**src/rtl/ps2_key_decoder_if.sv**
```systemverilog
// PS/2 pad pins and the key-event outputs of ps2_key_decoder.
// master: the decoder side; slave: the pad driver / event consumer side.
interface ps2_key_decoder_if;
  logic       ps2_clk;
  logic       ps2_data;
  logic       dig_in;
  logic       op_in;
  logic       bksp_in;
  logic [3:0] keycode;
  logic       frame_err;

  modport master (
    input  ps2_clk, ps2_data,
    output dig_in, op_in, bksp_in, keycode, frame_err
  );

  modport slave (
    output ps2_clk, ps2_data,
    input  dig_in, op_in, bksp_in, keycode, frame_err
  );
endinterface

```
**src/rtl/ps2_key_decoder.sv**
```systemverilog
// PS/2 set-2 receiver; turns make codes into calculator key pulses.
// Define PS2_PARITY_CHECK_EN to reject frames with bad odd parity.
module ps2_key_decoder #(
  parameter int TIMEOUT_CYCLES = 50000
) (
  input logic clock,
  input logic reset,
  ps2_key_decoder_if.master bus
);
  localparam int TW = $clog2(TIMEOUT_CYCLES + 1);

  typedef enum logic [1:0] {
    IDLE,
    RECEIVE,
    CHECK
  } state_t;

  state_t state_q, state_d;

  logic ck_s1, ck_s2, ck_s3;
  logic dt_s1, dt_s2;
  logic fall;

  logic [3:0]    cnt_q, cnt_d;
  logic [7:0]    sh_q, sh_d;
  logic          par_q, par_d;
  logic          stop_q, stop_d;
  logic [TW-1:0] tcnt_q, tcnt_d;
  logic          brk_q, brk_d;
  logic [3:0]    key_q, key_d;
  logic          dig_q, dig_d;
  logic          op_q, op_d;
  logic          bksp_q, bksp_d;
  logic          ferr_q, ferr_d;
  logic          ok;
  logic          tmo;

  always_ff @(posedge clock or posedge reset) begin
    if (reset) begin
      ck_s1 <= 1'b1;
      ck_s2 <= 1'b1;
      ck_s3 <= 1'b1;
      dt_s1 <= 1'b1;
      dt_s2 <= 1'b1;
    end else begin
      ck_s1 <= bus.ps2_clk;
      ck_s2 <= ck_s1;
      ck_s3 <= ck_s2;
      dt_s1 <= bus.ps2_data;
      dt_s2 <= dt_s1;
    end
  end

  assign fall = ck_s3 & ~ck_s2;
  assign tmo  = (state_q == RECEIVE) && (tcnt_q == TW'(TIMEOUT_CYCLES));

`ifdef PS2_PARITY_CHECK_EN
  assign ok = stop_q & (^{sh_q, par_q});
`else
  logic unused_par;
  assign unused_par = par_q;
  assign ok = stop_q;
`endif

  always_ff @(posedge clock or posedge reset) begin
    if (reset) begin
      state_q <= IDLE;
      cnt_q   <= '0;
      sh_q    <= '0;
      par_q   <= 1'b0;
      stop_q  <= 1'b0;
      tcnt_q  <= '0;
      brk_q   <= 1'b0;
      key_q   <= '0;
      dig_q   <= 1'b0;
      op_q    <= 1'b0;
      bksp_q  <= 1'b0;
      ferr_q  <= 1'b0;
    end else begin
      state_q <= state_d;
      cnt_q   <= cnt_d;
      sh_q    <= sh_d;
      par_q   <= par_d;
      stop_q  <= stop_d;
      tcnt_q  <= tcnt_d;
      brk_q   <= brk_d;
      key_q   <= key_d;
      dig_q   <= dig_d;
      op_q    <= op_d;
      bksp_q  <= bksp_d;
      ferr_q  <= ferr_d;
    end
  end

  always_comb begin
    state_d = state_q;
    cnt_d   = cnt_q;
    sh_d    = sh_q;
    par_d   = par_q;
    stop_d  = stop_q;
    brk_d   = brk_q;
    key_d   = key_q;
    dig_d   = 1'b0;
    op_d    = 1'b0;
    bksp_d  = 1'b0;
    ferr_d  = 1'b0;
    if (fall || state_q != RECEIVE)
      tcnt_d = '0;
    else
      tcnt_d = tcnt_q + TW'(1);

    unique case (state_q)
      IDLE: begin
        if (fall && !dt_s2) begin
          state_d = RECEIVE;
          cnt_d   = '0;
        end
      end
      RECEIVE: begin
        if (tmo) begin
          ferr_d  = 1'b1;
          state_d = IDLE;
          tcnt_d  = '0;
        end else if (fall) begin
          if (cnt_q < 4'd8) begin
            sh_d  = {dt_s2, sh_q[7:1]};
            cnt_d = cnt_q + 4'd1;
          end else if (cnt_q == 4'd8) begin
            par_d = dt_s2;
            cnt_d = cnt_q + 4'd1;
          end else begin
            stop_d  = dt_s2;
            cnt_d   = '0;
            state_d = CHECK;
          end
        end
      end
      CHECK: begin
        state_d = IDLE;
        if (!ok) begin
          ferr_d = 1'b1;
        end else if (sh_q == 8'hF0) begin
          brk_d = 1'b1;
        end else if (sh_q == 8'hE0) begin
          brk_d = brk_q;
        end else if (brk_q) begin
          brk_d = 1'b0;
        end else begin
          case (sh_q)
            8'h45: begin dig_d = 1'b1; key_d = 4'd0; end
            8'h16: begin dig_d = 1'b1; key_d = 4'd1; end
            8'h1E: begin dig_d = 1'b1; key_d = 4'd2; end
            8'h26: begin dig_d = 1'b1; key_d = 4'd3; end
            8'h25: begin dig_d = 1'b1; key_d = 4'd4; end
            8'h2E: begin dig_d = 1'b1; key_d = 4'd5; end
            8'h36: begin dig_d = 1'b1; key_d = 4'd6; end
            8'h3D: begin dig_d = 1'b1; key_d = 4'd7; end
            8'h3E: begin dig_d = 1'b1; key_d = 4'd8; end
            8'h46: begin dig_d = 1'b1; key_d = 4'd9; end
            8'h79: begin op_d = 1'b1; key_d = 4'd0; end
            8'h7B: begin op_d = 1'b1; key_d = 4'd1; end
            8'h7C: begin op_d = 1'b1; key_d = 4'd2; end
            8'h5A: begin op_d = 1'b1; key_d = 4'd3; end
            8'h66: bksp_d = 1'b1;
            default: ;
          endcase
        end
      end
      default: state_d = IDLE;
    endcase
  end

  assign bus.dig_in    = dig_q;
  assign bus.op_in     = op_q;
  assign bus.bksp_in   = bksp_q;
  assign bus.keycode   = key_q;
  assign bus.frame_err = ferr_q;
endmodule

```
**src/flat_wrapper.sv**
```systemverilog
// flat-port wrapper written by rule: the top's interface ports become plain ports
module ps2_key_decoder_flat 
#(
  parameter int TIMEOUT_CYCLES = 50000
)
  (clock, reset, bus_ps2_clk, bus_ps2_data, bus_dig_in, bus_op_in, bus_bksp_in, bus_keycode, bus_frame_err);
  ps2_key_decoder_if bus_i ();
  input logic clock;
  input logic reset;
  input wire logic [$bits(bus_i.ps2_clk)-1:0] bus_ps2_clk;
  input wire logic [$bits(bus_i.ps2_data)-1:0] bus_ps2_data;
  output wire logic [$bits(bus_i.dig_in)-1:0] bus_dig_in;
  output wire logic [$bits(bus_i.op_in)-1:0] bus_op_in;
  output wire logic [$bits(bus_i.bksp_in)-1:0] bus_bksp_in;
  output wire logic [$bits(bus_i.keycode)-1:0] bus_keycode;
  output wire logic [$bits(bus_i.frame_err)-1:0] bus_frame_err;
  assign bus_i.ps2_clk = bus_ps2_clk;
  assign bus_i.ps2_data = bus_ps2_data;
  assign bus_dig_in = bus_i.dig_in;
  assign bus_op_in = bus_i.op_in;
  assign bus_bksp_in = bus_i.bksp_in;
  assign bus_keycode = bus_i.keycode;
  assign bus_frame_err = bus_i.frame_err;
  ps2_key_decoder #(.TIMEOUT_CYCLES(TIMEOUT_CYCLES)) u_core (.clock(clock), .reset(reset), .bus(bus_i));
endmodule
```
**config.mk**
```make
export PLATFORM = sky130hd
export DESIGN_NAME = ps2_key_decoder_flat
export DESIGN_NICKNAME = d
export VERILOG_FILES = /design/src/rtl/ps2_key_decoder_if.sv /design/src/rtl/ps2_key_decoder.sv /design/src/flat_wrapper.sv
export SDC_FILE = /design/constraint.sdc
export NUM_CORES = 1
export LEC_CHECK = 0
export CAP_MARGIN = 20
export CORE_MARGIN = 2
export CORE_UTILIZATION = 60
export CTS_BUF_LIST = sky130_fd_sc_hd__clkbuf_4 sky130_fd_sc_hd__clkbuf_8 sky130_fd_sc_hd__clkbuf_16
export DETAILED_ROUTE_END_ITERATION = 10
export PLACE_DENSITY = 0.88
export SETUP_SLACK_MARGIN = 0.4
export SLEW_MARGIN = 5
export SYNTH_ARGS = -nofsm -noshare
export SYNTH_HDL_FRONTEND = slang
export SYNTH_SLANG_ARGS = --single-unit
```
**constraint.sdc**
```tcl
create_clock -name clock -period 3.3 [get_ports clock]
set_input_delay 0.66 -clock clock [delete_from_list [all_inputs] [get_ports clock]]
set_output_delay 0.66 -clock clock [all_outputs]
set_load 0.03 [all_outputs]
```
==> run_results.csv, run 1 <==
group,metric,value,unit
power,vdd_drop_max,0.4635,mV
clock_tree,clockBufferDepth,2,
finish,diodes,0,
yosys,synth_nets,234,
timing,tns,0,ns
yosys,netlist_area,2387,um^2
yosys,syn_area_per_cell,10.71,um^2
yosys,synth.area.top_cells,"dfrtp_1, dfstp_2, mux2_4",
routing,vias,1669,
die,dieWidth,67.08,um
yosys,synth_top_area_frac,0.4193,
die,die_y,67.08,um
yosys,synth_cells,223,
finish,drive_above_1_share,0.1477,
yosys,synth_top_family_by_area,"simple AND/OR/NAND/NOR gates",
clock_tree,clock-sinks,45,
clock_tree,cts_hold_buf,0,
routing,drt_iter0_drc,117,
clock_tree,cts_setup_buffers,0,
clock_tree,ctsResizeCount,0,
place,place_congestion,0.8502,
timing,skew,0.008610,ns
power,power,1.442,mW
global_route,grt_pass1_wl,7162,um
clock_tree,root_buffer,"clkbuf_8",
die,initial_core_util,0.6377,
die,rows,22,
worst_setup_path,critPathMaxFanout,15,
yosys,synth.ff_latch_count,45,
yosys,muxShareOfSynthArea,0.07338,
yosys,synth_most_common_cell,"dfrtp_1",
routing,finalWirelength,4138,um
yosys,synth-compound-area-share,0.08805,
timing,grt_setup_unrepaired,"no",
global_route,grt_util_all_layers,0.2158,
clock_tree,htree_levels,2,
place,hpwl,2860,um
worst_setup_path,worstSetupPathType,"reg -> reg",
timing,fmax,0.4246,GHz
timing,finalMaxSlewViolations,0,
global_route,antenna_found_initial,0,
worst_setup_path,cp_slowest_stage_delay,0.48,ns
worst_setup_path,end_kind,"flop",
clock_tree,cts_made_buffers,5,
worst_setup_path,path_cells,"inv_1, ha_1, or4b_1, nor4_4, and2b_1, nand2_1, nor2_1",
finish,fin_nets,247,
yosys,yosys.area.top_type,"dfrtp_1",
timing,worst_pin_slew,0.6204,ns
routing,avgRoutedWirePerCell,14.52,um
routing,ant_nets,0,
routing,drt-pass1-iter-count,4,
timing,setup_viol,0,
yosys,async_reset_ff_frac,1.000,
timing,min_period,2.355,ns
die,ioPinCount,12,
timing,hold_viol,0,
worst_setup_path,crit_start,"u_core.tcnt_q[0]",
timing,maxSlewHeadroom,0.5826,
die,fp.dieArea,4499,um^2
global_route,grt_pass1_vias,1569,
timing,fin_crit_sh,0.7137,
worst_setup_path,cp-start-kind,"flop",
clock_tree,cts_tree,"yes",
yosys,yosys.area_share.simple,0.2222,
routing,drcViolationCount,0,
yosys,synth_common_cells,"dfrtp_1, nor2_1, inv_1, nand2_1",
power,p_leak,1.135,nW
place,portBuffers,11,
worst_setup_path,reg2reg_from,"u_core.tcnt_q[0]",
finish,area_growth,9.172,%
yosys,synth_cell_types,54,
status,status,"complete, no violations",
worst_setup_path,required,3.46,ns
routing,viasPerCell,5.856,
yosys,synthAdderAreaFrac,0.03669,
flow_run,maxCapViolCount,0,
worst_setup_path,cpMaxStageDelayCell,"or4b_1",
yosys,synth_flop_cell,"dfrtp_1",
clock_tree,worstSkewPairLatency,0.30,ns
yosys,synth_xor_area_frac,0.06604,
clock_tree,clkTransAtPathRegs,0.08,ns
die,core,3744,um^2
global_route,overflow,0,
power,powerDensity,553.1,nW/um^2
yosys,ys_seq_area_frac,0.4743,
global_route,grt_max_degree,32,
worst_hold_path,hold_path.class,"reg -> reg",
yosys,synth_warnings,0,
worst_hold_path,hp-start,"u_core.dt_s1",
worst_setup_path,cp.arrival,2.52,ns
yosys,synth-edff-count,0,
-- worst paths after layout --
kind | to | slack, ns | cells past startpoint
worst min-delay path | u_core.dt_s2 | 0.36 | 0
worst max register to register | u_core.tcnt_q[7] | 0.94 | 7
max in group asynchronous | u_core.dt_s1 | 1.91 | 3
min in group asynchronous | u_core.bus.frame_err | 0.63 | 2
worst min register to register | u_core.dt_s2 | 0.36 | 0
worst max-delay path | u_core.tcnt_q[7] | 0.94 | 7
-- power breakdown --
group | internal (mW) | switching [mW] | leakage (nW)
sequential | 0.614 | 0.125 | 0.602
clock | 0.155 | 0.174 | 0.0484
combinational | 0.191 | 0.182 | 0.485
total | 0.960 | 0.482 | 1.14
-- cells in the final DEF (no fill, tap or decap), types with 7 or more instances in the layout --
cell type	count
clkdlybuf4s50_1	11
dfrtp_1	40
ha_1	7
inv_1	12
mux2_4	8
nand2_1	12
nand3_1	7
nor2_1	26
xnor2_1	9
xor2_1	9
-- flip-flops by register name, indices dropped and copies added, names as in the netlist, 2 cells and up --
| register | flops |
|---|---|
| u_core.state_q | 2 |
| u_core.tcnt_q | 16 |
| u_core.bus.keycode | 4 |
| u_core.cnt_q | 4 |
| u_core.sh_q | 8 |
-- worst max-delay path: cells and delay by family, from the launching register on --
family,cells,cell delay [ns]
fa+ha+maj,1,0.13
simple gates,5,1.59
flops,1,0.42
buf+inv,1,0.07
-- final cells by class --
cell class                      instances  area (um^2)
Clock inverter                          2        10.01
Timing Repair Buffer                   12        117.6
Inverter                               13        48.80
Fill cell                             279         1137
Multi-Input combinational cell        159         1161
Sequential cell                        45         1132
Tap cell                               48        60.06
Clock buffer                            6        76.32
-- cell families after synthesis --
logic type / after synthesis
fa+ha+maj: 7
xor+xnor: 18
mux: 13
flops: 45
simple gates: 91
compound gates: 30
buf+inv: 19
-- through the flow --
| stage | hold slack, ns | instance area (um^2) | std cells | utilization | worst slack [ns] |
|---|---|---|---|---|---|
| after floorplan | 0.3452 | 2387 | 223 | - | 1.087 |
| after global placement | 0.3459 | 2520 | 277 | 0.6731 | 1.038 |
| after detailed placement | 0.3479 | 2520 | 277 | 0.6731 | 0.9447 |
| after CTS | 0.3600 | 2606 | 285 | 0.6962 | 0.9214 |
| after global routing | 0.3631 | 2606 | 285 | 0.6962 | 0.7494 |
| final | 0.3581 | 2606 | 285 | 0.6962 | 0.9447 |
-- routing by layer --
layer	vias up	part of all wire	GRT usage
li1	819	-	-
met1	805	0.48	0.2917
met2	38	0.47	0.3354
met3	7	0.039	0.04730
met4	0	0.016	0.08673
met5	-	0	0
Note: power is estimated with default switching activity, not from simulation.
==> run 2, diff against run 1 <==
--- a/config.mk
+++ b/config.mk
@@ -7,10 +7,10 @@
 export LEC_CHECK = 0
 export CAP_MARGIN = 20
 export CORE_MARGIN = 2
-export CORE_UTILIZATION = 60
+export CORE_UTILIZATION = 59
 export CTS_BUF_LIST = sky130_fd_sc_hd__clkbuf_4 sky130_fd_sc_hd__clkbuf_8 sky130_fd_sc_hd__clkbuf_16
 export DETAILED_ROUTE_END_ITERATION = 10
-export PLACE_DENSITY = 0.88
+export PLACE_DENSITY = 0.86
 export SETUP_SLACK_MARGIN = 0.4
 export SLEW_MARGIN = 5
 export SYNTH_ARGS = -nofsm -noshare
==> constraint.sdc (replaced) <==
create_clock -name clock -period 2.3 [get_ports clock]
set_input_delay 0.46 -clock clock [delete_from_list [all_inputs] [get_ports clock]]
set_output_delay 0.46 -clock clock [all_outputs]
set_load 0.03 [all_outputs]
==> run 2 against run 1 <==
Net effect: cell area is 12% higher; non-clock buffer count up 24; first-iteration DRC count is 32% higher; final cell count grew 9.1%; via count increased by 6.8%; power increased by 67%; combinational power grew 130%; critical path type unchanged; largest power group unchanged.
==> run_results.csv, run 2 (synthesis results as in run 1) <==
group,metric,value,unit
finish,area_growth,22.48,%
worst_setup_path,cpLargestDelayFamily,"simple AND/OR/NAND/NOR gates",
routing,drt-pass1-iter-count,4,
timing,setup_viol,0,
timing,tns,0,ns
power,swShare,0.3327,
place,place_congestion,0.8516,
finish,top_regs,"u_core.tcnt_q (16), u_core.sh_q (8)",
timing,fin_crit_sh,0.9286,
worst_hold_path,holdPathEnd,"u_core.dt_s2",
routing,finalWirelength,4900,um
global_route,grt_pass1_wl,7500,um
clock_tree,cts_made_buffers,5,
die,ioPinCount,12,
routing,ant_nets,0,
place,portBuffers,11,
clock_tree,cts_hold_buf,0,
worst_hold_path,min_path_cells,0,
finish,final_common_cell,"dfrtp_1",
timing,fmax,0.4682,GHz
timing,skew,0.01030,ns
global_route,overflow,0,
worst_setup_path,critPathMaxFanout,8,
global_route,grt_util_all_layers,0.2221,
routing,avgRoutedWirePerCell,15.76,um
power,powerDensity,824.1,nW/um^2
finish,final_util,0.7417,
power,p_int,1.608,mW
power,pwr-share-comb,0.362,
clock_tree,clock-sinks,45,
die,initial_core_util,0.6055,
routing,drt_iter0_drc,155,
clock_tree,root_buffer,"clkbuf_8",
clock_tree,clkTransAtPathRegs,0.08,ns
finish,drive_above_1_share,0.2835,
timing,finalMaxSlewViolations,0,
timing,worst_pin_slew,0.6679,ns
worst_setup_path,crit_buf_inv,1,
power,p_leak,1.276,nW
worst_setup_path,cpMaxStageDelayCell,"or4b_4",
die,fp.dieArea,4571,um^2
worst_setup_path,worstSetupPathType,"reg -> reg",
timing,hold_viol,0,
worst_setup_path,cp-start-kind,"flop",
worst_setup_path,path_cells,"inv_1, ha_1, or4b_4, nor4_4, nand2b_4, or3_4, mux2_4",
power,power.switching,801.6,uW
routing,drcViolationCount,0,
power,vdd_drop_max,0.4974,mV
worst_setup_path,end_kind,"flop",
worst_setup_path,reg2reg_from,"u_core.tcnt_q[0]",
flow_run,maxCapViolCount,0,
worst_setup_path,cp_slowest_stage_delay,0.46,ns
worst_hold_path,hold_path.class,"reg -> reg",
global_route,grt_max_degree,29,
worst_hold_path,hp-start,"u_core.dt_s1",
timing,min_period,2.136,ns
worst_setup_path,worst_r2r_endpoint,"u_core.sh_q[4]",
place,hpwl,3029,um
clock_tree,worstSkewPairLatency,0.31,ns
die,dieWidth,67.61,um
clock_tree,htree_levels,2,
worst_setup_path,timing.reg2reg.setup_slack,0.16,ns
routing,vias,1783,
die,core,3943,um^2
power,pwr-share-clk,0.225,
finish,fin_nets,271,
clock_tree,clockBufferDepth,2,
global_route,grt_pass1_vias,1603,
finish,final_cell_mix,"dfrtp_1, nor2_1, buf_4, inv_1",
worst_setup_path,required,2.49,ns
timing,maxSlewHeadroom,0.5520,
status,status,"complete, no violations",
routing,viasPerCell,5.733,
finish,largest_reg_flops,16,
die,rows,23,
die,die_y,67.61,um
clock_tree,cts_tree,"yes",
power,share_seq_of_total_power,0.413,
global_route,antenna_found_initial,0,
finish,diodes,0,
worst_setup_path,cp.arrival,2.33,ns
finish,regMostFlops,"u_core.tcnt_q",
worst_setup_path,rr_worst_depth,7,
timing,grt_setup_unrepaired,"yes",
-- run 2: cell types whose count changed in the layout (fill, tap and decap cells not counted), sizes merged --
cell and change:
buf +24, clkinv -1, clkbuf +1
-- run 2: metal layers --
metal	share of wire	global-route usage	vias to the layer above
met3	0.052	0.06500	7
met4	0.013	0.07653	0
met1	0.45	0.3065	871
met2	0.48	0.3333	50
met5	0	0	-
li1	-	-	855
-- run 2: what timing repair did --
item | CTS | global route
buffers inserted | 5 | 9
endpoints found under the hold margin | 0 | 0
resized for setup | 4 | 17
pin swaps | 3 | 6
gates cloned | 0 | 1
endpoints found under the setup margin | 32 | 34
-- run 2: stage by stage --
stage	cells	power, mW	hold slack, ns	area [um^2]	worst slack (ns)
2_1_floorplan	223	1.538	0.3452	2419	0.1033
3_3_place_gp	288	1.658	0.3453	2631	0.1897
3_5_place_dp	288	1.681	0.3468	2631	0.1838
4_1_cts	301	2.252	0.3587	2786	0.2048
5_1_grt	311	2.545	0.3687	2924	0.08665
6_report	311	2.410	0.3581	2924	0.1643
-- run 2: final cells by class --
type,count,area [um^2]
Multi-Input combinational cell,159,1247
Clock inverter,1,5.005
Sequential cell,45,1139
Inverter,13,48.80
Timing Repair Buffer,36,325.3
Tap cell,50,62.56
Fill cell,246,1018
Clock buffer,7,96.34
-- run 2: worst max path at each step --
stage                     start  slack [ns]  cells after the start                end
6_report       u_core.tcnt_q[0]        0.16                      7     u_core.sh_q[4]
3_5_place_dp   u_core.tcnt_q[1]        0.18                      7     u_core.sh_q[5]
3_3_place_gp   u_core.tcnt_q[1]        0.19                      7     u_core.sh_q[4]
2_1_floorplan  u_core.tcnt_q[0]        0.10                      8     u_core.sh_q[0]
4_1_cts        u_core.tcnt_q[0]        0.20                      7     u_core.sh_q[4]
5_1_grt        u_core.tcnt_q[0]        0.09                      9  u_core.tcnt_q[11]
-- run 2: worst register-to-register path, delay by kind of cell (launching register included) --
family        cells  cell delay [ns]
fa+ha+maj         1             0.13
buf+inv           1             0.07
flops             1             0.39
mux               1             0.31
simple gates      4             1.11
-- run 2: power by group through the flow --
stage / clock [mW] / combinational (mW) / sequential [mW]
floorplan: 0 / 0.567 / 0.971
detailed placement: 0 / 0.663 / 1.02
CTS: 0.548 / 0.703 / 1.00
finish: 0.542 / 0.871 / 0.996
global route: 0.582 / 0.950 / 1.01
global placement: 0 / 0.645 / 1.01
